<file path="config.mk">
export PLATFORM = sky130hd
export DESIGN_NAME = booth_mult_seq
export DESIGN_NICKNAME = d
export VERILOG_FILES = /design/src/rtl/booth_mult_seq.sv
export SDC_FILE = /design/constraint.sdc
export NUM_CORES = 1
export LEC_CHECK = 0
export ABC_CLOCK_PERIOD_IN_PS = 5800
export CORE_AREA = 2 2 109 58
export CTS_BUF_LIST = sky130_fd_sc_hd__clkbuf_4 sky130_fd_sc_hd__clkbuf_8 sky130_fd_sc_hd__clkbuf_16
export DETAILED_ROUTE_END_ITERATION = 10
export DIE_AREA = 0 0 111 60
export DONT_BUFFER_PORTS = 1
export PLACE_DENSITY = 0.72
export SLEW_MARGIN = 20
export SYNTH_ARGS = -nofsm -noshare
export SYNTH_HDL_FRONTEND = slang
export SYNTH_SLANG_ARGS = --single-unit
</file>
<file path="constraint.sdc">
create_clock -name clk -period 5.8 [get_ports clk]
set_input_delay 0.87 -clock clk [delete_from_list [all_inputs] [get_ports clk]]
set_output_delay 0.87 -clock clk [all_outputs]
set_load 0.05 [all_outputs]
</file>
<file path="src/rtl/booth_mult_seq.sv">
`default_nettype none
// ============================================================================
// Module : booth_mult_seq
// Desc   : Multi-cycle radix-2 Booth multiplier, signed/unsigned per transaction,
//          valid/ready handshakes on operands and product.
// Rev    : 1.0  initial release
// ============================================================================
module booth_mult_seq #(
    parameter int WIDTH = 8
) (
    input  logic               clk,
    input  logic               rst_n,
    input  logic               in_valid,
    output logic               in_ready,
    input  logic [WIDTH-1:0]   a,
    input  logic [WIDTH-1:0]   b,
    input  logic               is_signed,
    output logic               out_valid,
    input  logic               out_ready,
    output logic [2*WIDTH-1:0] prod,
    output logic               busy
);

    localparam int c_n  = WIDTH + 1;
    localparam int c_cw = $clog2(c_n + 1);
    localparam logic [c_cw-1:0] c_last = c_cw'(c_n - 1);

    localparam logic [1:0] c_idle = 2'd0;
    localparam logic [1:0] c_calc = 2'd1;
    localparam logic [1:0] c_done = 2'd2;

    logic [1:0]       r_state;
    logic [1:0]       w_next_state;
    logic [c_n:0]     r_acc;
    logic [c_n-1:0]   r_q;
    logic [c_n-1:0]   r_m;
    logic             r_qm1;
    logic [c_cw-1:0]  r_cnt;
    logic             r_out_valid;
    logic [2*WIDTH-1:0] r_prod;

    logic             w_accept;
    logic             w_last;
    logic [c_n-1:0]   w_a_ext;
    logic [c_n-1:0]   w_b_ext;
    logic [c_n:0]     w_m_ext;
    logic [c_n:0]     w_sum;
    logic [c_n:0]     w_acc_sh;
    logic [c_n-1:0]   w_q_sh;
    logic [2*WIDTH-1:0] w_prod_next;

    // The mode bit only matters for the extension, so it is folded into M and Q.
    assign w_a_ext  = {is_signed & a[WIDTH-1], a};
    assign w_b_ext  = {is_signed & b[WIDTH-1], b};
    assign w_m_ext  = {r_m[c_n-1], r_m};
    assign w_accept = (r_state == c_idle) && in_valid;
    assign w_last   = (r_cnt == c_last);

    always_comb begin
        w_sum = r_acc;
        case ({r_q[0], r_qm1})
            2'b01:   w_sum = r_acc + w_m_ext;
            2'b10:   w_sum = r_acc - w_m_ext;
            default: w_sum = r_acc;
        endcase
    end

    assign w_acc_sh    = {w_sum[c_n], w_sum[c_n:1]};
    assign w_q_sh      = {w_sum[0], r_q[c_n-1:1]};
    assign w_prod_next = {w_acc_sh[WIDTH-2:0], w_q_sh};

    always_ff @(posedge clk or negedge rst_n) begin
        if (!rst_n) begin
            r_state <= c_idle;
        end else begin
            r_state <= w_next_state;
        end
    end

    always_comb begin
        w_next_state = r_state;
        case (r_state)
            c_idle:  if (in_valid)  w_next_state = c_calc;
            c_calc:  if (w_last)    w_next_state = c_done;
            c_done:  if (out_ready) w_next_state = c_idle;
            default: w_next_state = c_idle;
        endcase
    end

    always_comb begin
        in_ready = 1'b0;
        busy     = 1'b1;
        case (r_state)
            c_idle: begin
                in_ready = 1'b1;
                busy     = 1'b0;
            end
            default: begin
                in_ready = 1'b0;
                busy     = 1'b1;
            end
        endcase
    end

    always_ff @(posedge clk or negedge rst_n) begin
        if (!rst_n) begin
            r_acc <= '0;
            r_q   <= '0;
            r_m   <= '0;
            r_qm1 <= 1'b0;
            r_cnt <= '0;
        end else if (w_accept) begin
            r_acc <= '0;
            r_q   <= w_b_ext;
            r_m   <= w_a_ext;
            r_qm1 <= 1'b0;
            r_cnt <= '0;
        end else if (r_state == c_calc) begin
            r_acc <= w_acc_sh;
            r_q   <= w_q_sh;
            r_qm1 <= r_q[0];
            r_cnt <= r_cnt + c_cw'(1);
        end
    end

    // Product is captured on the final step and then frozen until the next one.
    always_ff @(posedge clk or negedge rst_n) begin
        if (!rst_n) begin
            r_out_valid <= 1'b0;
            r_prod      <= '0;
        end else if ((r_state == c_calc) && w_last) begin
            r_out_valid <= 1'b1;
            r_prod      <= w_prod_next;
        end else if ((r_state == c_done) && out_ready) begin
            r_out_valid <= 1'b0;
        end
    end

    assign out_valid = r_out_valid;
    assign prod      = r_prod;

endmodule
`default_nettype wire

</file>
==> flow_summary.ini, run 1 <==
[synthesis]
async_flop_share_pct = 100.0
yosys.cell_types.count = 40
synth_area_leaders = dfrtp_1 46%, nand2_1 10%, ha_1 5.9%
synth_area_sq_um = 2769
synthCells = 312
synth_enable_flop_cells = 0
syn_avg_cell_area_sq_um = 8.875
seq_area_frac_synth_pct = 46.09
ys_seq_elements = 51
synthDominantCellAreaShare_pct = 46.09
ys.flop_type = dfrtp_1
synthesis.nets = 347
synth_top_area_cell = dfrtp_1
yosys_warnings = 0

[grt]
grt_pass1_vias = 1950
track_usage_pct = 19.59
grt_pass1_wl_mm = 10.04
grt_overflow_total = 0
grt_antenna_before_repair = 0
grt_max_degree = 52

[route]
wire_per_inst_um = 15.77
detail_route.iter0.violations = 154
ant_nets = 0
viasPerCell = 5.336
remaining_drc_errors = 0
drt-total-wl_mm = 6.057
vias = 2049
drt_pass1_iterations = 5

[worst_setup_path]
arrival_ns = 3.07
worstPathRequired_ns = 5.97
worstRegToRegCells = 11
path_class = reg2reg
worstSetupStartpointType = register
critPathMaxFanout = 6
cp-end-kind = register

[cts]
cts_setup_buffers = 0
path_clk_slew_ns = 0.06
cts_buffers = 5
cts_tree = done
clock_path_buffers = 2
htreeDepth = 2
clock_sinks = 51
cts_hold_buffers = 0
cts-resized-gates = 0
worstSkewPairLatency_ns = 0.29
root_buffer = clkbuf_16

[sta]
relSlewSlack_pct = 31.61
final_hold_viol_count = 0
finalCritPeriodShare_pct = 49.96
max_freq_mhz = 345.1
tightest_slew_ns = 1.022
rsz0062_at_grt = false
slew_viol_final = 0
finalSetupViolCount = 0
min_period_ns = 2.898
tns_ns = 0
fin_skew_ns = 0.007839

[floorplanning]
die_x_um = 111
start_util_pct = 47.90
rows = 20
core_area_sq_um = 5781
pin_count = 40
fp.dieArea_sq_um = 6660
fp.dieH_um = 60

[run_status]
outcome = completed

[final_layout]
areaGrowthSynthToFinish_pct = 7.366
nets = 342
final_common_cell = nand2_1
drive_gt1_share_pct = 6.189
n_fill_cell = 535
antenna_cells = 0
final_cell_mix = 75 x nand2_1, 51 x dfrtp_1, 24 x o21ai_0

[placed_design]
gp_congestion = 0.8833
io_buffer_count = 0
dp_hpwl_mm = 4.449

[flow_run]
max_cap_violations = 0

[worst_hold_path]
hp-class = in2async
-- per-layer routing --
metal / GRT usage (%) / routed length, um / vias to the layer above / share of wire (%)
met4: 2.679 / 25 / 0 / 0.41
met3: 6.998 / 477 / 3 / 7.9
met1: 31.19 / 3437 / 928 / 57
li1: - / - / 1052 / -
met2: 25.15 / 2118 / 66 / 35
met5: 0 / 0 / - / 0
-- logic make-up (layout without fill, tap and decap cells) --
logic type      Yosys count  in the layout  synth area share, %
fa+ha+maj                14             14                6.598
mux                       8              8                2.982
simple gates            133            133                21.78
flops                    51             51                46.09
compound gates           66             66                14.69
xor+xnor                 13             13                4.112
buf+inv                  27             22                3.751
-- cells in the mapped netlist, drive strengths merged, types with 2 or more instances --
cell    number
clkbuf      13
nand2       76
nor2        20
inv         12
nand2b       2
a31oi        5
mux2         2
ha          13
nor3         6
xor2         3
o21a         2
xnor2       10
a21o         2
dfrtp       51
a21oi       16
nand3b       2
and2         2
buf          2
mux2i        6
nor2b        4
o31ai        3
a22oi        8
nand3       14
o21ai       24
-- critical path: stages, from the launching register on --
cell and delay, ns:
dfrtp_1 0.42, inv_1 0.08, ha_1 0.21, and2b_2 0.21, a21oi_1 0.17, xnor2_1 0.10
ha_1 0.40, o2111ai_1 0.19, a211oi_2 0.28, nor3_1 0.08, or4b_1 0.50, mux2i_1 0.14
-- through the flow --
| stage | util, % | std cells | worst slack [ns] | hold slack (ns) | area, sq um |
|---|---|---|---|---|---|
| 4_1_cts | 51.43 | 384 | 2.921 | 0.2639 | 2973 |
| 3_3_place_gp | 48.94 | 377 | 3.030 | 0.4792 | 2829 |
| 5_1_grt | 51.43 | 384 | 2.693 | 0.2588 | 2973 |
| 6_report | 51.43 | 384 | 2.902 | 0.2733 | 2973 |
| 3_5_place_dp | 48.94 | 377 | 2.929 | 0.4831 | 2829 |
| 2_1_floorplan | - | 312 | 3.059 | 0.4569 | 2769 |
-- final timing paths --
check | startpoint | to | slack [ns]
worst min register to register | r_q[5] | prod[4] | 0.50
worst min-delay path | rst_n | r_acc[6] | 0.27
worst max-delay path | r_m[0] | r_acc[8] | 2.90
min in group clk | r_q[5] | prod[4] | 0.50
max in group asynchronous | rst_n | r_acc[0] | 5.43
worst max register to register | r_m[0] | r_acc[8] | 2.90
-- flip-flops by register name, indices dropped and copies added, names as in the netlist --
signal / count
out_valid: 1
prod: 16
r_acc: 9
r_cnt: 4
r_m: 9
r_q: 9
r_qm1: 1
r_state: 2
-- final cells by class --
class	instances	area (sq um)	share of cell area (%)
Multi-Input combinational cell	234	1389	46.72
Sequential cell	51	1276	42.93
Clock buffer	6	138.9	4.672
Tap cell	77	96.34	3.241
Inverter	12	45.04	1.515
Timing Repair Buffer	3	22.52	0.7576
Clock inverter	1	5.005	0.1684
Power of run 1 is left out: the tool's default activity adds up to more than one toggle a clock period on the data nets, which glitch-free logic cannot reach.
==> run 2, diff against run 1 <==
--- a/config.mk
+++ b/config.mk
@@ -5,7 +5,7 @@
 export SDC_FILE = /design/constraint.sdc
 export NUM_CORES = 1
 export LEC_CHECK = 0
-export ABC_CLOCK_PERIOD_IN_PS = 5800
+export ABC_CLOCK_PERIOD_IN_PS = 3000
 export CORE_AREA = 2 2 109 58
 export CTS_BUF_LIST = sky130_fd_sc_hd__clkbuf_4 sky130_fd_sc_hd__clkbuf_8 sky130_fd_sc_hd__clkbuf_16
 export DETAILED_ROUTE_END_ITERATION = 10
==> constraint.sdc (replaced) <==
create_clock -name clk -period 3 [get_ports clk]
set_input_delay 0.45 -clock clk [delete_from_list [all_inputs] [get_ports clk]]
set_output_delay 0.45 -clock clk [all_outputs]
set_load 0.05 [all_outputs]
==> flow_summary.ini, run 2 (same netlist as run 1, synthesis figures left out) <==
[run_status]
outcome = completed

[final_layout]
areaGrowthSynthToFinish_pct = 10.30
antenna_cells = 0
final_cell_mix = 75 x nand2_1, 51 x dfrtp_1, 23 x o21ai_0
drive_gt1_share_pct = 9.524
largest_reg_flops = 16
nets = 349
final_common_cell = nand2_1
utilization_pct = 52.84

[sta]
min_period_ns = 2.858
max_freq_mhz = 349.8
fin_skew_ns = 0.006118
final_hold_viol_count = 0
finalSetupViolCount = 0
tns_ns = 0
slew_viol_final = 0
finalCritPeriodShare_pct = 95.28
tightest_slew_ns = 0.7281
rsz0062_at_grt = false
relSlewSlack_pct = 51.34

[cts]
htreeDepth = 2
clock_sinks = 51
worstSkewPairLatency_ns = 0.29
clock_path_buffers = 2
path_clk_slew_ns = 0.06
root_buffer = clkbuf_16
cts_buffers = 5
cts_tree = done

[grt]
grt_pass1_wl_mm = 10.13
grt_max_degree = 52
track_usage_pct = 19.80
grt_overflow_total = 0
grt_antenna_before_repair = 0
grt_pass1_vias = 1939

[route]
drt-total-wl_mm = 6.264
vias = 2098
remaining_drc_errors = 0
detail_route.iter0.violations = 151
ant_nets = 0
drt_pass1_iterations = 4
wire_per_inst_um = 15.98
viasPerCell = 5.352

[floorplanning]
die_x_um = 111
pin_count = 40
core_area_sq_um = 5781
fp.dieArea_sq_um = 6660
rows = 20
start_util_pct = 47.90
fp.dieH_um = 60

[flow_run]
max_cap_violations = 0

[placed_design]
io_buffer_count = 0
dp_hpwl_mm = 4.492
gp_congestion = 0.9049

[worst_setup_path]
timing.rr.start = r_m[0]
worstSetupStartpointType = register
critPathMaxFanout = 8
worstRegToRegCells = 11
worstPathRequired_ns = 3.17
path_class = reg2reg
cp-end-kind = register
arrival_ns = 3.03
r2r-end = r_acc[8]
rrSetupSlack_ns = 0.14

[worst_hold_path]
hp-class = in2async
run 2: changes by cell type in the layout (fill, tap and decap cells not counted), sizes merged:
cell and delta:
clkbuf +1, buf +7
run 2: critical path: stages, from the launching register on:
cell,delay [ns]
dfrtp_1,0.40
inv_1,0.08
ha_1,0.22
and2b_2,0.22
a21oi_1,0.18
xnor2_1,0.15
ha_2,0.35
o211ai_1,0.27
o21ai_1,0.13
o21ai_0,0.16
or4b_1,0.47
mux2i_1,0.13
run 2: layout make-up:
type | instances | area, sq um
repair buffers | 10 | 95.09
inverters | 12 | 45.04
clock inverters | 1 | 5.005
multi-input cells | 234 | 1396
clock buffers | 7 | 140.1
flip-flops and latches | 51 | 1276
well taps | 77 | 96.34
fillers | 503 | 2726
run 2: worst max-delay path by stage:
stage / startpoint / to / slack (ns)
global route: r_m[0] / r_acc[8] / 0.008
floorplan: r_qm1 / r_acc[8] / 0.26
detailed placement: r_m[0] / r_acc[8] / 0.11
CTS: r_m[0] / r_acc[8] / 0.11
global placement: r_m[0] / r_acc[8] / 0.24
finish: r_m[0] / r_acc[8] / 0.14
run 2: metal layers:
layer  global-route usage [%]  part of all wire (%)
met3                    7.099                   7.4
met2                    25.15                    37
met5                        0                     0
met1                    31.61                    54
met4                    3.036                  0.72
run 2: repair_timing:
item	in CTS	in global routing
gates resized for setup	0	4
buffers inserted	0	3
hold endpoints to repair	51	0
hold buffers	1	0
endpoints found under the setup margin	0	1
run 2: per-stage QoR:
stage               setup slack, ns  std cells  hold slack [ns]  instance area (sq um)
finish                       0.1416        392         0.002521                   3054
global route               0.008468        392          0.01808                   3054
CTS                          0.1110        389          0.01912                   3024
detailed placement           0.1131        380           0.1555                   2851
global placement             0.2383        380           0.1555                   2851
floorplan                    0.2586        312           0.1544                   2769
Power of run 2 is left out for the same reason.
